--- src/rtl/fetch_exec_sequencer_pkg.sv ---
// Shared definitions for the fetch/execute sequencer: T-state encodings,
// opcode constants and the packed control word handed to the bus agents.
package fetch_exec_sequencer_pkg;

  localparam int OP_W = 4;

  localparam logic [OP_W-1:0] OP_LDA = 4'h0;
  localparam logic [OP_W-1:0] OP_ADD = 4'h1;
  localparam logic [OP_W-1:0] OP_SUB = 4'h2;
  localparam logic [OP_W-1:0] OP_OUT = 4'hE;
  localparam logic [OP_W-1:0] OP_HLT = 4'hF;

  typedef enum logic [2:0] {
    ST_IDLE = 3'd0,
    ST_T1   = 3'd1,
    ST_T2   = 3'd2,
    ST_T3   = 3'd3,
    ST_T4   = 3'd4,
    ST_T5   = 3'd5,
    ST_T6   = 3'd6,
    ST_HALT = 3'd7
  } state_t;

  typedef struct packed {
    logic pc_en;
    logic pc_incr;
    logic mar_load;
    logic ram_en;
    logic ir_load;
    logic ir_en;
    logic a_load;
    logic a_en;
    logic b_load;
    logic alu_en;
    logic alu_sub;
    logic out_load;
  } ctrl_t;

endpackage

--- src/rtl/fetch_exec_sequencer_control_decode.sv ---
// Purely combinational map from (T-state, latched opcode) to the control word.
// IDLE and HALT decode to an all-zero word.
module control_decode
  import fetch_exec_sequencer_pkg::*;
(
  input  state_t          state,
  input  logic [OP_W-1:0] op_q,
  output ctrl_t           ctrl
);

  // Moore decode: fetch states are opcode-independent, execute states use op_q
  always_comb begin
    ctrl = '0;
    case (state)
      ST_T1: begin
        ctrl.pc_en    = 1'b1;
        ctrl.mar_load = 1'b1;
      end
      ST_T2: ctrl.pc_incr = 1'b1;
      ST_T3: begin
        ctrl.ram_en  = 1'b1;
        ctrl.ir_load = 1'b1;
      end
      ST_T4: begin
        case (op_q)
          OP_LDA, OP_ADD, OP_SUB: begin
            ctrl.ir_en    = 1'b1;
            ctrl.mar_load = 1'b1;
          end
          OP_OUT: begin
            ctrl.a_en     = 1'b1;
            ctrl.out_load = 1'b1;
          end
          default: ;
        endcase
      end
      ST_T5: begin
        case (op_q)
          OP_LDA: begin
            ctrl.ram_en = 1'b1;
            ctrl.a_load = 1'b1;
          end
          OP_ADD, OP_SUB: begin
            ctrl.ram_en = 1'b1;
            ctrl.b_load = 1'b1;
          end
          default: ;
        endcase
      end
      ST_T6: begin
        case (op_q)
          OP_ADD: begin
            ctrl.alu_en = 1'b1;
            ctrl.a_load = 1'b1;
          end
          OP_SUB: begin
            ctrl.alu_en  = 1'b1;
            ctrl.a_load  = 1'b1;
            ctrl.alu_sub = 1'b1;
          end
          default: ;
        endcase
      end
      default: ;
    endcase
  end

endmodule

--- src/rtl/fetch_exec_sequencer.sv ---
// Six-T-state fetch/execute sequencer: holds the state register and the
// latched opcode, gates start/step, and fans the decoded control word out.
module fetch_exec_sequencer
  import fetch_exec_sequencer_pkg::*;
(
  input  logic            clk,
  input  logic            clr,
  input  logic            start,
  input  logic            step_mode,
  input  logic            step,
  input  logic [OP_W-1:0] opcode,
  output logic            pc_en,
  output logic            pc_incr,
  output logic            mar_load,
  output logic            ram_en,
  output logic            ir_load,
  output logic            ir_en,
  output logic            a_load,
  output logic            a_en,
  output logic            b_load,
  output logic            alu_en,
  output logic            alu_sub,
  output logic            out_load,
  output logic [2:0]      tstate,
  output logic            halted
);

  state_t          r_state;
  state_t          w_next;
  logic [OP_W-1:0] r_op_q;
  ctrl_t           w_ctrl;

  // State register; clr is the only way out of HALT
  always_ff @(posedge clk or posedge clr) begin
    if (clr) r_state <= ST_IDLE;
    else     r_state <= w_next;
  end

  // Opcode is captured only on the edge leaving T3
  always_ff @(posedge clk or posedge clr) begin
    if (clr)                  r_op_q <= '0;
    else if (r_state == ST_T3) r_op_q <= opcode;
  end

  // Next-state logic with start and single-step gating
  always_comb begin
    w_next = r_state;
    case (r_state)
      ST_IDLE: if (start) w_next = ST_T1;
      ST_T1:   if (!step_mode || step) w_next = ST_T2;
      ST_T2:   w_next = ST_T3;
      ST_T3:   w_next = ST_T4;
      ST_T4:   w_next = (r_op_q == OP_HLT) ? ST_HALT : ST_T5;
      ST_T5:   w_next = ST_T6;
      ST_T6:   w_next = ST_T1;
      ST_HALT: w_next = ST_HALT;
      default: w_next = ST_IDLE;
    endcase
  end

  control_decode u_decode (
    .state (r_state),
    .op_q  (r_op_q),
    .ctrl  (w_ctrl)
  );

  assign pc_en    = w_ctrl.pc_en;
  assign pc_incr  = w_ctrl.pc_incr;
  assign mar_load = w_ctrl.mar_load;
  assign ram_en   = w_ctrl.ram_en;
  assign ir_load  = w_ctrl.ir_load;
  assign ir_en    = w_ctrl.ir_en;
  assign a_load   = w_ctrl.a_load;
  assign a_en     = w_ctrl.a_en;
  assign b_load   = w_ctrl.b_load;
  assign alu_en   = w_ctrl.alu_en;
  assign alu_sub  = w_ctrl.alu_sub;
  assign out_load = w_ctrl.out_load;
  assign tstate   = r_state;
  assign halted   = (r_state == ST_HALT);

endmodule

--- config.mk ---
export PLATFORM = sky130hd
export DESIGN_NAME = fetch_exec_sequencer
export DESIGN_NICKNAME = d
export VERILOG_FILES = /design/src/rtl/fetch_exec_sequencer_pkg.sv /design/src/rtl/fetch_exec_sequencer_control_decode.sv /design/src/rtl/fetch_exec_sequencer.sv
export SDC_FILE = /design/constraint.sdc
export NUM_CORES = 1
export LEC_CHECK = 0
export ABC_AREA = 1
export BUFFER_PORTS_ARGS = -buffer_cell sky130_fd_sc_hd__buf_2
export CORE_AREA = 2 2 39 41
export CTS_CLUSTER_DIAMETER = 100
export CTS_CLUSTER_SIZE = 24
export DETAILED_ROUTE_END_ITERATION = 12
export DIE_AREA = 0 0 41 43
export GPL_TIMING_DRIVEN = 0
export PLACE_DENSITY = 0.69
export SETUP_SLACK_MARGIN = 0.15
export SYNTH_ARGS = -nofsm -noshare
export SYNTH_HDL_FRONTEND = slang
export SYNTH_SLANG_ARGS = --single-unit
export TNS_END_PERCENT = 30
--- constraint.sdc ---
create_clock -name clk -period 1.35 [get_ports clk]
set_input_delay 0.27 -clock clk [delete_from_list [all_inputs] [get_ports clk]]
set_output_delay 0.27 -clock clk [all_outputs]
set_load 0.01 [all_outputs]
==> results by group, run 1 <==
Status
  • Status: complete, but fails checks
  • Failing checks: setup timing

Timing
  • Unrepaired setup endpoints after global routing: yes
  • FMAX: 0.640 GHz
  • Setup-failing EPs final: 13
  • Worst slew pin tran: 265 ps
  • Final period utilization: 116%
  • Post-route minimum period: 1560 ps
  • Final Skew: roughly 3.8 ps
  • Endpoints failing hold: 0
  • Post-layout worst setup margin: -212 ps
  • Final TNS setup: -1670 ps
  • Normalized max-slew margin: 82.2%
  • Fin. max-slew vios: 0

Global routing
  • First-pass GRT wire length: 1880 um
  • Largest net degree at the start of global routing: 8
  • Gr usage total: 15.9%
  • GRT Residual Overflow: 0
  • Initial antenna violation count: 0
  • Vias in the first global route: 471

Power and ir drop
  • Worst VDD drop: 1140 uV
  • PwrDens: 2470 nW/um2
  • Static Leak: 0.453 nW
  • Overall Power: 2.01 mW

Logic synthesis
  • Post-Syn Area: 462 um2
  • Post-synthesis xor/xnor area fraction: 0%
  • Biggest area consumer among synthesized cells: dfrtp_1
  • Post-synth top cells: nand2_1 (20), inv_1 (9), nor2_1 (9)
  • Largest family of logic cells by synthesized area: simple AND/OR/NAND/NOR gates
  • Adder-cell share of the synthesized area: 0%
  • Post-synth EDFFs: 0
  • Most common cell in the netlist: nand2_1
  • Register area share after synthesis: 37.9%
  • Synth Area in Simple Gates: 39.6%
  • Synth Instances: 70
  • Synth top area cells: dfrtp_1 (38%), nand2_1 (16%), inv_1 (7.3%)
  • Most used DFF post-synth: dfrtp_1
  • Ys Warns: 0
  • Syn avg cell area: 6.60 um2
  • Yosys top cell area share: 37.9%
  • Syn Nets: between 70 and 80
  • Compound-Gate Fraction of Synth Area: about a tenth
  • FF+latch count, synth: 7
  • Mux share of post-synthesis cell area: 0%
  • Synth async-reset ratio: 100%
  • Post-synth cell types: 17

Drt
  • Antenna-violating nets left: 0
  • Met2 WL post-DR: 678 um
  • 1st-pass router iterations: 4
  • Routed wire per std cell: 10.3 um
  • DR vias: 558
  • Met1 wire length: 503 um
  • DRC viols: 0
  • Via density per instance: 4.54
  • DR top layer: met4
  • Post-Route WL: 1270 um
  • Metal3 WL: around 63 um
  • Initial DRC count: 4

Placed design
  • Post-DP HPWL: 837 um
  • IO buf count: 24
  • RePlAce Congestion: a little under 0.7

Worst setup path
  • Worst path slowest cell: dfrtp_1
  • Worst-path fanout max: 5
  • Worst-path cell chain: buf_6 > nor2_4 > nand2_2 > nor3_4 > buf_6 > buf_6
  • Crit Path Category: register to output pin
  • Arr. time, crit path: around 1300 ps
  • Most frequent cell on the critical path: buf_6
  • CP startpoint kind: register
  • Crit path buf inv count: 3
  • Crit end category: output pin
  • Delay of the slowest critical-path stage: approximately 380 ps
  • CP required: ~1100 ps
  • Largest delay share family, worst path: flip-flops

Floorplan
  • # rows: 14
  • Die Wd: 41 um
  • IO Count: 25
  • Starting Density: 33.4%
  • Core area: roughly 1400 um2
  • Chip Height: between 40 and 50 um
  • DIE AREA: ~1800 um2

Cells and area
  • Fin util: 58.9%
  • NumNets Final: between 100 and 150
  • Area growth from synthesis to layout: 76.4%
  • Antenna fix cells: 0
  • Share of cells above drive strength 1: a little under three fifths

Clocking
  • Clk sinks: 7
  • Clock-pin slew on the worst setup and hold paths: about 50 ps
  • H-tree Lvls: 1
  • CTS tree: yes
  • Clock buffer depth: 2
  • Root Buffer: clkbuf_4
  • Clock Latency Late Sink: 240 ps
  • CTS Buf Count: 3

Job
  • Max_cap viols: 0

Hold path
  • Hold Path Class: primary input to register
==> stage by stage <==
| step | setup WS, ps | cells | hold slack (ps) | cell area, um2 |
|---|---|---|---|---|
| finish | -212 | 123 | 224 | 815 |
| CTS | -226 | 121 | 217 | 742 |
| global placement | -27.9 | 110 | 200 | 624 |
| floorplan | -3.11 | 70 | 73.3 | 484 |
| detailed placement | -28.4 | 110 | 207 | 624 |
| global route | -274 | 123 | 225 | 815 |
==> placed cells by master, fill, tap and decap left out, types with 2 or more instances in the layout <==
cell and count:
dfrtp_2 3, buf_4 7, a21oi_1 2, inv_4 2
nand3_2 2, nand2_2 5, nor2_4 3, nand2_1 15
inv_1 7, buf_2 21, nor2_1 8, o21ai_0 2
dfrtp_1 4, clkbuf_4 3, inv_2 3, buf_6 5
nand3_1 4
==> cell families after synthesis <==
| family | Yosys count |
|---|---|
| AO/OA/AOI/OAI | 8 |
| buffers and inverters | 14 |
| flip-flops | 7 |
| AND/OR/NAND/NOR | 41 |
==> routing by layer <==
layer,track usage (%),vias to the layer above
li1,-,294
met1,19.1,246
met2,23.8,14
met3,2.62,4
met4,12.0,0
met5,0,-
==> layout make-up <==
| type | count | area, um2 |
|---|---|---|
| Buffer | 2 | 22.5 |
| Clock buffer | 4 | 26.3 |
| Fill cell | 121 | 569 |
| Inverter | 12 | 50.0 |
| Multi-Input combinational cell | 49 | 295 |
| Sequential cell | 7 | 179 |
| Tap cell | 16 | 20.0 |
| Timing Repair Buffer | 33 | 221 |
==> worst register-to-register path: stages (launching register included) <==
cell     delay, ps
dfrtp_2        410
inv_2          160
nor2_4          70
buf_4          130
buf_4          120
nand3_1         60
nand2_1         50
inv_1           50
nor2_1          40
==> sequential cells by signal (all words and copies together), names as in the netlist <==
name	flops
tstate	3
r_op_q	4
==> power by group <==
part / switching [mW] / internal (mW)
clock network: 0.0684 / 0.112
registers: 0.117 / 0.329
logic: 0.780 / 0.608
==> repair_timing <==
| item | CTS | global route |
|---|---|---|
| pin swaps | 5 | 2 |
| endpoints found under the setup margin | 13 | 15 |
| hold endpoints to repair | 7 | 0 |
| hold buffers | 1 | 0 |
| resized for setup | 10 | 13 |
| setup buffers | 6 | 2 |
==> final timing paths <==
| path | startpoint | end | slack [ps] | cells past startpoint |
|---|---|---|---|---|
| max | tstate[1] | out_load | -210 | 6 |
| min | opcode[2] | r_op_q[2] | 220 | 3 |
| max reg2reg | tstate[2] | tstate[1] | 130 | 8 |
| min reg2reg | r_op_q[1] | r_op_q[1] | 550 | 2 |
| max in group asynchronous | clr | tstate[0] | 640 | 3 |
| min in group asynchronous | clr | r_op_q[0] | 480 | 3 |
Note: power is estimated with default switching activity, not from simulation.
==> inputs of run 2 (changes only) <==
- clock period: 1.35 -> 1.8 ns (I/O delays scaled with it)
==> run 2 against run 1 <==
  * First-iteration DRC count grew to 3.8 times the previous value
  * Setup slack better by 370 ps
  * Combinational power down 38%
  * Sequential power down 26%
  * Largest power group unchanged
  * Critical path depth decreased by 2
  * Flip-flop and latch count is the same
  * Routed wire length fell by 6.9%
  * Global-route usage is 0.30 points higher
  * Design area is 10% lower
  * Hold slack worse by 200 ps
  * Register-to-register slack improved by 560 ps
  * Clock power down 24%
  * The run now ends clean
  * Largest cell class unchanged
==> results by group, run 2 (synthesis gave the netlist of run 1 again) <==
Status
  • Status: complete, no violations

Timing
  • Fin. max-slew vios: 0 (unchanged)
  • Final Skew: 4.68 ps (+0.869 ps)
  • Normalized max-slew margin: 83.8% (+1.6 points)
  • WHS: 19.8 ps (-204 ps)
  • Endpoints failing hold: 0 (unchanged)
  • FMAX: slightly above 0.6 GHz
  • Worst slew pin tran: 243 ps (-22.0 ps)
  • Final period utilization: 91.0%
  • Post-route minimum period: 1640 ps
  • Final TNS setup: 0 ps (+1670 ps)
  • Setup-failing EPs final: 0 (-13)
  • Unrepaired setup endpoints after global routing: yes

Clocking
  • CTS tree: yes
  • Clock-pin slew on the worst setup and hold paths: 50 ps (about the same)
  • Cts-stage hold buffer count: 0 (-1)
  • Clk sinks: 7 (unchanged)
  • H-tree Lvls: 1 (unchanged)
  • Clock Latency Late Sink: 250 ps (about the same)
  • Root Buffer: clkbuf_4
  • CTS Buf Count: 3 (unchanged)
  • Clock buffer depth: 2 (unchanged)

Power and ir drop
  • Overall Power: 1.32 mW (-34%)
  • Worst VDD drop: 904 uV (-21%)
  • PwrDens: 1810 nW/um2 (-27%)
  • Static Leak: 0.423 nW (-6.5%)

Drt
  • DR vias: 562 (+0.72%)
  • Antenna-violating nets left: 0 (unchanged)
  • 1st-pass router iterations: 4 (unchanged)
  • Initial DRC count: 15 (+11)
  • Routed wire per std cell: 9.85 um (-4.6%)
  • DRC viols: 0 (unchanged)
  • Post-Route WL: 1180 um (-6.9%)
  • Via density per instance: 4.68 (+3.2%)

Cells and area
  • Max reg flops: 4 (unchanged)
  • Antenna fix cells: 0 (unchanged)
  • Most frequent cells in the layout: buf_2 (23), nand2_1 (19), inv_1 (9)
  • NumNets Final: 114 (-2.6%)
  • Share of cells above drive strength 1: 46.2% (-9.9 points)
  • Most flops, register: r_op_q
  • Final cell count without fillers: 120 (-2.4%)
  • Commonest non-fill, non-tap cell in the layout: buf_2
  • Area growth from synthesis to layout: 58.0%

Floorplan
  • Die Wd: 41 um (unchanged)
  • Starting Density: 33.4% (unchanged)
  • Core area: 1380 um2 (unchanged)
  • DIE AREA: 1760 um2 (unchanged)
  • IO Count: 25 (unchanged)
  • # rows: 14 (unchanged)
  • Chip Height: 43 um (unchanged)

Worst setup path
  • CP required: 1440 ps (+360 ps)
  • Crit end category: output pin
  • Arr. time, crit path: 1280 ps (about the same)
  • Critical path origin: r_op_q[2]
  • R2r startpoint: tstate[1]
  • CP startpoint kind: register
  • Worst-path fanout max: 4 (-1)
  • Crit Path Category: register to output pin

Global routing
  • Vias in the first global route: 504 (+7.0%)
  • Gr usage total: 16.2% (+0.30 points)
  • First-pass GRT wire length: 1930 um (+2.6%)
  • Initial antenna violation count: 0 (unchanged)
  • GRT Residual Overflow: 0 (unchanged)
  • Largest net degree at the start of global routing: 8 (unchanged)

Placed design
  • Placed insts: 110 (unchanged)
  • RePlAce Congestion: 0.725 (+5.5%)
  • IO buf count: 24 (unchanged)
  • Post-DP HPWL: 814 um (-2.8%)

Hold path
  • Hold Path Class: primary input to async pin

Job
  • Max_cap viols: 0 (unchanged)
run 2: cell types whose count changed in the layout (fill, tap and decap cells not counted), moves of 2 or more:
cell	before	now
nand2_1	15	19
nand2_2	5	1
buf_2	21	23
buf_6	5	3
dfrtp_1	4	6
dfrtp_2	3	1
inv_1	7	9
run 2: routing by layer:
layer	GRT usage [%]	part of all wire, %	vias to the layer above
met5	0	0	-
met4	8.00	1.3	0
met1	19.1	37	244
li1	-	-	289
met2	26.3	55	25
met3	3.14	6.3	4
run 2: path summary, 6_finish.rpt:
check                           slack, ps   endpoint  depth (start not counted)
min in group clk                      300  r_op_q[2]                          3
worst min-delay path                   20  r_op_q[2]                          2
worst max-delay path                  160     ram_en                          4
worst min register to register        540  r_op_q[1]                          2
worst max register to register        690  tstate[0]                          5
max in group asynchronous            1560  tstate[0]                          2
run 2: what timing repair did:
action	CTS	global route
gates resized for setup	8	6
setup buffers	6	0
setup endpoints to repair	4	11
pin swaps	3	2
run 2: worst max-delay path, cell delays in order, from the launching register on:
cell and delay [ps]:
dfrtp_1 440, nor2_2 170, nand2_1 110, o21ai_0 160
buf_2 150
run 2: area by class of cell:
class                   count  area [um2]
multi-input cells          49         265
fillers                   144         654
flip-flops and latches      7         176
repair buffers             30         175
plain buffers               2        18.8
clock buffers               4        26.3
well taps                  16        20.0
inverters                  12        47.5
run 2: power by group:
part           switching [mW]  total (mW)  internal, mW
Combinational           0.505       0.856         0.351
Sequential             0.0867       0.329         0.242
Clock                  0.0524       0.137        0.0842
Total                   0.644        1.32         0.677
run 2: per-stage QoR:
stage / setup WS (ps) / instance area [um2] / utilization, %
4_1_cts: 117 / 706 / 51.0
5_1_grt: 74.6 / 729 / 52.7
3_5_place_dp: 283 / 602 / 43.5
3_3_place_gp: 276 / 602 / 43.5
2_1_floorplan: 173 / 462 / -
6_report: 162 / 729 / 52.7
==> inputs of run 3 (changes only) <==
- PLACE_DENSITY: 0.69 -> 0.73
- SYNTH_HIERARCHICAL: unset -> 1
==> run 3 against run 2 <==
  * Synthesized cell count rose by 16%
  * Combinational power rose by 14%
  * Register-to-register slack got worse by 120 ps
  * First-iteration DRC count fell by 67%
  * Clock skew fell by 2.8 ps
  * Power rose by 11%
  * Flip-flop and latch count did not move
  * Highest routed layer unchanged
==> results by group, run 3 <==
Cells and area
  • Antenna fix cells: 0 (unchanged)
  • Most flops, register: r_op_q
  • NumNets Final: 126 (+11%)
  • Fin util: 58.0% (+5.2 points)
  • Share of cells above drive strength 1: 49.1% (+3.0 points)
  • Area growth from synthesis to layout: 54.5%
  • Most frequent cells in the layout: buf_2 (23), nand2_1 (19), inv_1 (11)
  • Filler cells: 131 (-9.0%)
  • Final cell count without fillers: 132 (+10%)
  • Commonest non-fill, non-tap cell in the layout: buf_2
  • Max reg flops: 4 (unchanged)

Drt
  • DR vias: 621 (+10%)
  • Initial DRC count: 5 (-10)
  • Via density per instance: 4.70 (+0.45%)
  • Routed wire per std cell: 9.56 um (-2.9%)
  • Antenna-violating nets left: 0 (unchanged)
  • DRC viols: 0 (unchanged)
  • Post-Route WL: 1260 um (+6.8%)
  • 1st-pass router iterations: 2 (-2)

Floorplan
  • IO Count: 25 (unchanged)
  • Starting Density: 37.5% (+4.2 points)
  • Chip Height: 43 um (unchanged)
  • Core area: 1380 um2 (unchanged)
  • DIE AREA: 1760 um2 (unchanged)
  • Die Wd: 41 um (unchanged)
  • # rows: 14 (unchanged)

Placed design
  • Post-DP HPWL: 833 um (+2.3%)
  • Pre-CTS WS: 210 ps (-72.8 ps)
  • RePlAce Congestion: 0.722 (-0.52%)
  • Placed insts: 121 (+10%)
  • IO buf count: 24 (unchanged)

Job
  • Max_cap viols: 0 (unchanged)

Logic synthesis
  • Yosys top cell area share: 33.7% (-4.2 points)
  • Syn Nets: 90 (+14%)
  • Most common cell in the netlist: nand2_1
  • Post-synth EDFFs: 0 (unchanged)
  • Synth top area cells: dfrtp_1 (34%), nand2_1 (16%), inv_1 (9.4%)
  • Post-Syn Area: 519 um2 (+12%)
  • Synth async-reset ratio: 100% (unchanged)
  • FF+latch count, synth: 7 (unchanged)
  • Synth Instances: 81 (+16%)
  • Ys Warns: 6 (+6)
  • Post-synth cell types: 17 (unchanged)
  • Syn avg cell area: 6.41 um2 (-2.8%)
  • Post-synth top cells: nand2_1 (22), inv_1 (13), nor2_1 (11)
  • Biggest area consumer among synthesized cells: dfrtp_1
  • Register area share after synthesis: 33.7% (-4.2 points)
  • Most used DFF post-synth: dfrtp_1

Timing
  • Worst slew pin tran: 291 ps (+48.0 ps)
  • Final Skew: 1.88 ps (-2.80 ps)
  • Endpoints failing hold: 0 (unchanged)
  • FMAX: 0.593 GHz (-2.8%)
  • Setup-failing EPs final: 0 (unchanged)
  • Final TNS setup: 0 ps (unchanged)
  • Post-layout worst setup margin: 114 ps (-47.6 ps)
  • Final period utilization: 93.6% (+2.6 points)
  • Post-route minimum period: 1690 ps (+47.6 ps)
  • Unrepaired setup endpoints after global routing: yes
  • Normalized max-slew margin: 80.5% (-3.3 points)
  • Fin. max-slew vios: 0 (unchanged)

Worst setup path
  • Crit end category: output pin
  • Reg2reg path depth: 7 (+2)
  • Worst-path fanout max: 7 (+3)
  • CP startpoint kind: register
  • Crit path buf inv count: 2 (+1)
  • Worst-path cell chain: inv_2 > nand2_2 > nor2_1 > o21bai_1 > buf_2
  • Largest delay share family, worst path: flip-flops
  • Critical Path Stages: 5 (+1)
  • Delay of the slowest critical-path stage: 460 ps (+20 ps)
  • Crit Path Category: register to output pin
  • FF-to-FF End: tstate[1]
  • CP required: 1440 ps (about the same)
  • Reg2Reg Setup Slack: 570 ps (-120 ps)
  • R2r startpoint: tstate[2]
  • Worst path slowest cell: dfrtp_2
  • Arr. time, crit path: 1330 ps (+50 ps)

Global routing
  • Vias in the first global route: 492 (-2.4%)
  • Largest net degree at the start of global routing: 10 (+2)
  • First-pass GRT wire length: 1780 um (-7.9%)
  • Initial antenna violation count: 0 (unchanged)
  • GRT Residual Overflow: 0 (unchanged)
  • Gr usage total: 14.9% (-1.3 points)

Clocking
  • Root Buffer: clkbuf_4
  • Clk sinks: 7 (unchanged)
  • Cts-stage hold buffer count: 0 (unchanged)
  • H-tree Lvls: 1 (unchanged)
  • CTS Buf Count: 3 (unchanged)
  • Clock buffer depth: 2 (unchanged)
  • Clock-pin slew on the worst setup and hold paths: 50 ps (about the same)
  • Clock Latency Late Sink: 240 ps (about the same)
  • CTS tree: yes

Power and ir drop
  • Static Leak: 0.462 nW (+9.1%)
  • Worst VDD drop: 655 uV (-28%)
  • PwrDens: 1840 nW/um2 (+1.4%)

Status
  • Status: complete, no violations

Hold path
  • Hold Path Class: primary input to async pin
-- run 3: cell count changes after synthesis, moves of 3 or more --
| cell | delta |
|---|---|
| inv_1 | +4 |
| o21ai_1 | +6 |
| nor2_2 | +3 |
| nand3_1 | -3 |
-- run 3: per-stage QoR --
stage | hold slack [ps] | area, um2 | power [mW]
2_1_floorplan | 163 | 519 | 0.870
3_3_place_gp | 288 | 659 | 1.05
3_5_place_dp | 293 | 659 | 1.07
4_1_cts | 26.2 | 724 | 1.30
5_1_grt | 47.4 | 802 | 1.61
6_report | 29.5 | 802 | 1.47
-- run 3: where the power goes --
| group | total [mW] | internal (mW) | switching (mW) |
|---|---|---|---|
| Sequential | 0.363 | 0.247 | 0.116 |
| Combinational | 0.973 | 0.406 | 0.566 |
| Clock | 0.137 | 0.0843 | 0.0530 |
| Total | 1.47 | 0.738 | 0.735 |
-- run 3: worst max-delay path by stage --
stage                    from        to  slack (ps)
floorplan           tstate[0]      a_en         170
global placement    tstate[0]      a_en         220
detailed placement  tstate[0]      a_en         210
CTS                 tstate[0]      a_en         150
global route        tstate[2]  mar_load          50
finish              tstate[2]  mar_load         110
-- run 3: layout make-up --
type | count | area (um2) | area share (%)
multi-input cells | 57 | 320 | 39.9
repair buffers | 31 | 186 | 23.2
flip-flops and latches | 7 | 179 | 22.3
inverters | 16 | 62.6 | 7.80
clock buffers | 4 | 26.3 | 3.28
well taps | 16 | 20.0 | 2.50
plain buffers | 1 | 7.51 | 0.936
-- run 3: repair_timing --
item / CTS / global route
pin swaps: 0 / 6
gates cloned: 0 / 0
gates resized for setup: 4 / 16
buffers inserted: 4 / 3
setup endpoints to repair: 8 / 8
-- run 3: kinds of logic after synthesis --
family,count (synthesis),synth area share (%)
compound gates,11,11.6
buf+inv,17,13.0
simple gates,46,41.7
flops,7,33.7
-- run 3: metal layers --
layer	share of wire (%)	global-route usage, %	routed length [um]
met1	35	12.9	439
met2	58	27.2	728
met3	5.4	3.14	68
met4	2.0	10.0	25
met5	0	0	0
